`src/rtl/branch_checkpoint_stack.sv`:
```
// Branch checkpoint stack: free-list snapshots per in-flight branch, retire merge, restore on mispredict.
// Optional BCS_DEBUG_EN adds debug_valid/debug_snaps ports and a stack dump on every kill.
module branch_checkpoint_stack #(
  parameter int DEPTH            = 4,
  parameter int PHYS_REG_SZ_R10K = 64,
  parameter int PHYS_REG_IDX     = 6,
  parameter int N                = 2,
  parameter int NUM_SCALAR_BITS  = 2
) (
  input  logic                                  clock,
  input  logic                                  reset,
  input  logic                                  dispatch_branch,
  input  logic [PHYS_REG_SZ_R10K-1:0]           dispatch_free_list,
  input  logic [N-1:0][PHYS_REG_IDX-1:0]        phys_reg_retiring,
  input  logic [NUM_SCALAR_BITS-1:0]            num_retiring_valid,
  input  logic                                  resolve_valid,
  input  logic [DEPTH-1:0]                      resolve_tag,
  input  logic                                  resolve_mispredict,
  output logic [DEPTH-1:0]                      alloc_tag,
  output logic                                  stack_full,
  output logic [DEPTH-1:0]                      branch_mask,
  output logic [DEPTH-1:0]                      squash_mask,
  output logic [PHYS_REG_SZ_R10K-1:0]           free_list_restore,
  output logic                                  restore_flag
`ifdef BCS_DEBUG_EN
  ,
  output logic [DEPTH-1:0]                      debug_valid,
  output logic [DEPTH-1:0][PHYS_REG_SZ_R10K-1:0] debug_snaps
`endif
);

  logic [DEPTH-1:0]                        valid;
  logic [DEPTH-1:0][DEPTH-1:0]             older;
  logic [DEPTH-1:0][PHYS_REG_SZ_R10K-1:0]  snap;

  logic [PHYS_REG_SZ_R10K-1:0] retire_bits;
  logic [PHYS_REG_SZ_R10K-1:0] sel_snap;
  logic [DEPTH-1:0]            younger;
  logic [DEPTH-1:0]            clr_mask;
  logic                        tag_onehot;
  logic                        tag_live;
  logic                        res_ok;
  logic                        kill;
  logic                        do_alloc;

  always_comb begin
    retire_bits = '0;
    for (int i = 0; i < N; i++) begin
      if (i < int'(num_retiring_valid)) retire_bits[phys_reg_retiring[i]] = 1'b1;
    end
  end

  // Malformed or stale tags are dropped entirely so they can never corrupt the stack.
  assign tag_onehot = $onehot(resolve_tag);
  assign tag_live   = |(resolve_tag & valid);
  assign res_ok     = resolve_valid & tag_onehot & tag_live;
  assign kill       = res_ok & resolve_mispredict;
  assign clr_mask   = (res_ok & ~resolve_mispredict) ? resolve_tag : '0;

  always_comb begin
    alloc_tag = '0;
    for (int i = 0; i < DEPTH; i++) begin
      if (!valid[i] && alloc_tag == '0) alloc_tag[i] = 1'b1;
    end
  end

  assign stack_full  = &valid;
  assign branch_mask = valid;
  assign do_alloc    = dispatch_branch & ~stack_full & ~kill;

  always_comb begin
    younger  = '0;
    sel_snap = '0;
    for (int j = 0; j < DEPTH; j++) begin
      younger[j] = valid[j] & |(older[j] & resolve_tag);
      if (resolve_tag[j]) sel_snap = sel_snap | snap[j];
    end
  end

  assign restore_flag      = kill & ~reset;
  assign squash_mask       = restore_flag ? (resolve_tag | younger) : '0;
  assign free_list_restore = restore_flag ? (sel_snap | retire_bits) : '0;

  // An allocated slot is never the one being resolved or squashed in the same cycle.
  always_ff @(posedge clock) begin
    if (reset) begin
      valid <= '0;
      older <= '0;
      snap  <= '0;
    end else begin
      for (int j = 0; j < DEPTH; j++) begin
        if (do_alloc && alloc_tag[j]) begin
          valid[j] <= 1'b1;
          snap[j]  <= dispatch_free_list | retire_bits;
          older[j] <= valid & ~clr_mask;
        end else begin
          if (valid[j]) snap[j] <= snap[j] | retire_bits;
          older[j] <= older[j] & ~clr_mask;
          if (clr_mask[j] || squash_mask[j]) valid[j] <= 1'b0;
        end
      end
    end
  end

`ifdef BCS_DEBUG_EN
  assign debug_valid = valid;
  assign debug_snaps = snap;
`endif

`ifndef SYNTHESIS
  illegal_resolve_tag: assert property (@(posedge clock) disable iff (reset)
    resolve_valid |-> (tag_onehot && tag_live))
    else $warning("branch_checkpoint_stack: resolve tag %b ignored (live %b)", resolve_tag, valid);

`ifdef BCS_DEBUG_EN
  always_ff @(posedge clock) begin
    if (!reset && kill) begin
      $display("bcs kill tag=%b squash=%b valid=%b", resolve_tag, squash_mask, valid);
      for (int j = 0; j < DEPTH; j++) begin
        $display("  slot %0d v=%b older=%b snap=%h", j, valid[j], older[j], snap[j]);
      end
    end
  end
`endif
`endif

endmodule

```
`config.mk`:
```
export PLATFORM = sky130hd
export DESIGN_NAME = branch_checkpoint_stack
export DESIGN_NICKNAME = d
export VERILOG_FILES = /design/src/rtl/branch_checkpoint_stack.sv
export SDC_FILE = /design/constraint.sdc
export NUM_CORES = 1
export LEC_CHECK = 0
export CAP_MARGIN = 25
export CELL_PAD_IN_SITES_DETAIL_PLACEMENT = 0
export CELL_PAD_IN_SITES_GLOBAL_PLACEMENT = 1
export CORE_AREA = 2 2 188 190
export CTS_CLUSTER_DIAMETER = 100
export DETAILED_ROUTE_END_ITERATION = 16
export DIE_AREA = 0 0 190 192
export PLACE_DENSITY_LB_ADDON = 0.2
export SYNTH_ARGS = -nofsm -noshare
export SYNTH_HDL_FRONTEND = slang
export SYNTH_SLANG_ARGS = --single-unit
export TNS_END_PERCENT = 30
```
`constraint.sdc`:
```
create_clock -name clock -period 4.3 [get_ports clock]
set_clock_uncertainty 0.2 [all_clocks]
set_input_delay 0.43 -clock clock [delete_from_list [all_inputs] [get_ports clock]]
set_output_delay 0.43 -clock clock [all_outputs]
set_load 0.01 [all_outputs]
```
==> metrics.cfg <==
[cts]
cts_max_path_buffers = 3
clock_latency_ns = 0.56
cts_max_level = 1
post_cts_buffers = 0
hold_buffers = 0
clockRootBuffer = clkbuf_16
cts.sinks = 272
cts_tree = yes
clk_pin_slew_ns = 0.06
numCtsBuffers = 30

[timing]
relSlewSlack_pct = 27.9
post-route-period-util_pct = 96.4
worst_slew_pin_slew_ns = 1.08
maxSlewViolCount = 0
fin_crit_ns = 4.14
final_hold_viol_count = 0
setup_ws_ns = 0.155
setup_viol = 0
fmax_mhz = 241

[place]
dpl.hpwl_mm = 34.6
pre_cts_ws_ns = -0.0567
place_congestion = 0.919
port_buffers = 164
dp.cells = 2155

[critical_path]
cp_top_family = buffers and inverters
startpoint_type = input port
critPathSlowestCell = clkdlybuf4s50_1
critPathCaptureType = output pin
crit_arrival_ns = 3.51
crit_path_cell_trace = buf_2 -> inv_1 -> fa_1 -> inv_1 -> ha_1 -> ha_1 -> nor4bb_4 -> o21ai_1 -> or3_4 -> clkbuf_16 -> a31oi_1 -> clkdlybuf4s50_1
critPathBufInv = 5
critPathMaxFanout = 26
critical_path_class = input port to output pin
worst_path_largest_cell_delay_ns = 0.56
crit_required_ns = 3.67

[global_route]
grt_overflow_total = 0
track_usage_pct = 31.6
grt_pass1_vias = 14623
antenna_found_initial = 3
grt_max_degree = 89
grt_pass1_wl_mm = 90.0

[power_and_ir_drop]
cellPowerDensity_mw_per_mm2 = 351
total_power_mw = 6.29
leakagePower_nw = 5.50
ir_drop_mv = 0.297

[detailed_routing]
firstDrtPassIters = 5
viasPerCell = 7.04
wl_per_cell_um = 27.2
vias = 15598
drc = 0
wirelength_mm = 60.2
ant_nets = 0
dr.first_iter.drc_count = 1915

[die]
die_y_um = 192
die_w_um = 190
fp.coreArea_mm2 = 0.0343
start_util_pct = 42.5
io_pins = 165
rows = 68
die-area_mm2 = 0.0365

[finish]
num-nets-final = 1824
final_core_util_pct = 52.2
drive_above_1_share_pct = 13.5
final_cells = 2215
fillers = 3222
regArea_mm2 = 0.00545
areaGrowthSynthToFinish_pct = 22.9
multi_input_area_mm2 = 0.00804

[yosys]
syn_inst = 1655
ys_types = 50
synth_edf_count = 0
synth_area_mm2 = 0.0146
yosys_warnings = 0
syn_area_per_cell_um2 = 8.80
synth_ff_type = dfxtp_1
syn_nets = 1745
synth_seq_cells = 272
ys_async_sr_fraction_pct = 0
ys_seq_area_share_pct = 37.4

[job]
max_cap_viol_count = 0

[outcome]
status = finished clean

[hold_path]
min_path_type = input port to flip-flop

-- final cells by class --
cell class / instances / share of cell area, %
Multi-Input combinational cell: 1091 / 44.9
Clock buffer: 43 / 5.03
Sequential cell: 272 / 30.4
Timing Repair Buffer: 267 / 14.1
Inverter: 72 / 1.51
Tap cell: 455 / 3.18
Antenna cell: 2 / 0.0279
Clock inverter: 13 / 0.803
-- state kept, by name, indices dropped and copies added (netlist names) --
name / cells
snap: 256
older: 12
branch_mask: 4
-- Yosys cell counts (all sizes together), types with 4 or more instances --
| master | n | area (µm²) |
|---|---|---|
| or4b | 5 | 53.8 |
| nand2b | 7 | 43.8 |
| dfxtp | 272 | 5450 |
| o211ai | 4 | 30.0 |
| nor2 | 72 | 270 |
| a222oi | 4 | 40.0 |
| o21a | 9 | 67.6 |
| clkbuf | 164 | 616 |
| o21ai | 11 | 55.1 |
| o22ai | 17 | 119 |
| nor4 | 128 | 801 |
| a211oi | 257 | 1930 |
| o32ai | 47 | 791 |
| nand3 | 8 | 40.0 |
| a22oi | 130 | 976 |
| inv | 72 | 270 |
| a31oi | 67 | 419 |
| a221oi | 128 | 1120 |
| nand4b | 8 | 91.3 |
| a21oi | 140 | 701 |
| nand2 | 6 | 22.5 |
| buf | 56 | 274 |
| nand4bb | 10 | 113 |
-- cells in the final DEF (no fill, tap or decap), types with 8 or more instances in the layout --
master           Yosys  routed
dfxtp_1            272     268
a211oi_1           257     256
clkdlybuf4s50_1      0     142
a21oi_1            140     140
a22oi_1            130     130
a221oi_1           128     128
nor4_1             128     128
buf_4                4      95
inv_1               72      72
nor2_1              72      69
a31oi_1             67      67
o32ai_2             43      43
clkbuf_16            0      32
o22ai_1             15      15
dlymetal6s2s_1       0      13
nand4bb_1           10      10
o21ai_0             11      10
o21a_1               9       9
clkinv_2             0       9
clkbuf_8             0       8
-- power by group --
part | switching, mW | internal (mW) | total [mW] | leakage (nW)
Sequential | 0.0669 | 2.63 | 2.70 | 2.22
Clock | 1.09 | 1.63 | 2.72 | 0.526
Combinational | 0.543 | 0.326 | 0.869 | 2.75
-- layer usage --
metal  GRT usage [%]  vias up  wire (µm)
met5               0        -         13
met4            9.81        2       1860
met3            5.28      114       5420
met2            50.4      881      27500
met1            43.5     7666      25400
li1                -     6935          -
-- path summary, 6_finish.rpt --
path | endpoint | start | cells after the start | slack [ns]
setup reg to reg | snap[219]$_SDFFE_PP0P_ | branch_mask[2]$_SDFFE_PP0P_ | 6 | 1.19
hold reg to reg | older[13]$_SDFF_PP0_ | older[13]$_SDFF_PP0_ | 1 | 0.28
hold / removal | branch_mask[2]$_SDFFE_PP0P_ | reset | 2 | 0.08
setup / recovery | free_list_restore[48] | resolve_tag[0] | 12 | 0.16
-- kinds of logic (layout without fill, tap and decap cells) --
kind of cell,count (synthesis),count (layout),share of synthesized area (%)
flip-flops,272,272,37.4
other,0,2,0
AND/OR/NAND/NOR,267,267,11.0
adder cells (fa/ha/maj),3,3,0.309
AO/OA/AOI/OAI,821,821,43.3
buffers and inverters,292,395,7.96
-- timing repair --
item / in CTS / in global routing
cloned: 0 / 1
endpoints found under the setup margin: 58 / 65
resized for setup: 5 / 16
-- per-stage QoR --
stage	hold WS [ns]	cell area (µm²)	TNS (ns)
6_report	0.0820	17900	0
5_1_grt	0.0837	17900	-0.00216
4_1_cts	0.0539	17800	0
3_5_place_dp	0.260	16800	-0.792
3_3_place_gp	0.245	16700	0
2_1_floorplan	0.240	14600	0
(Power assumes the default switching activity.)
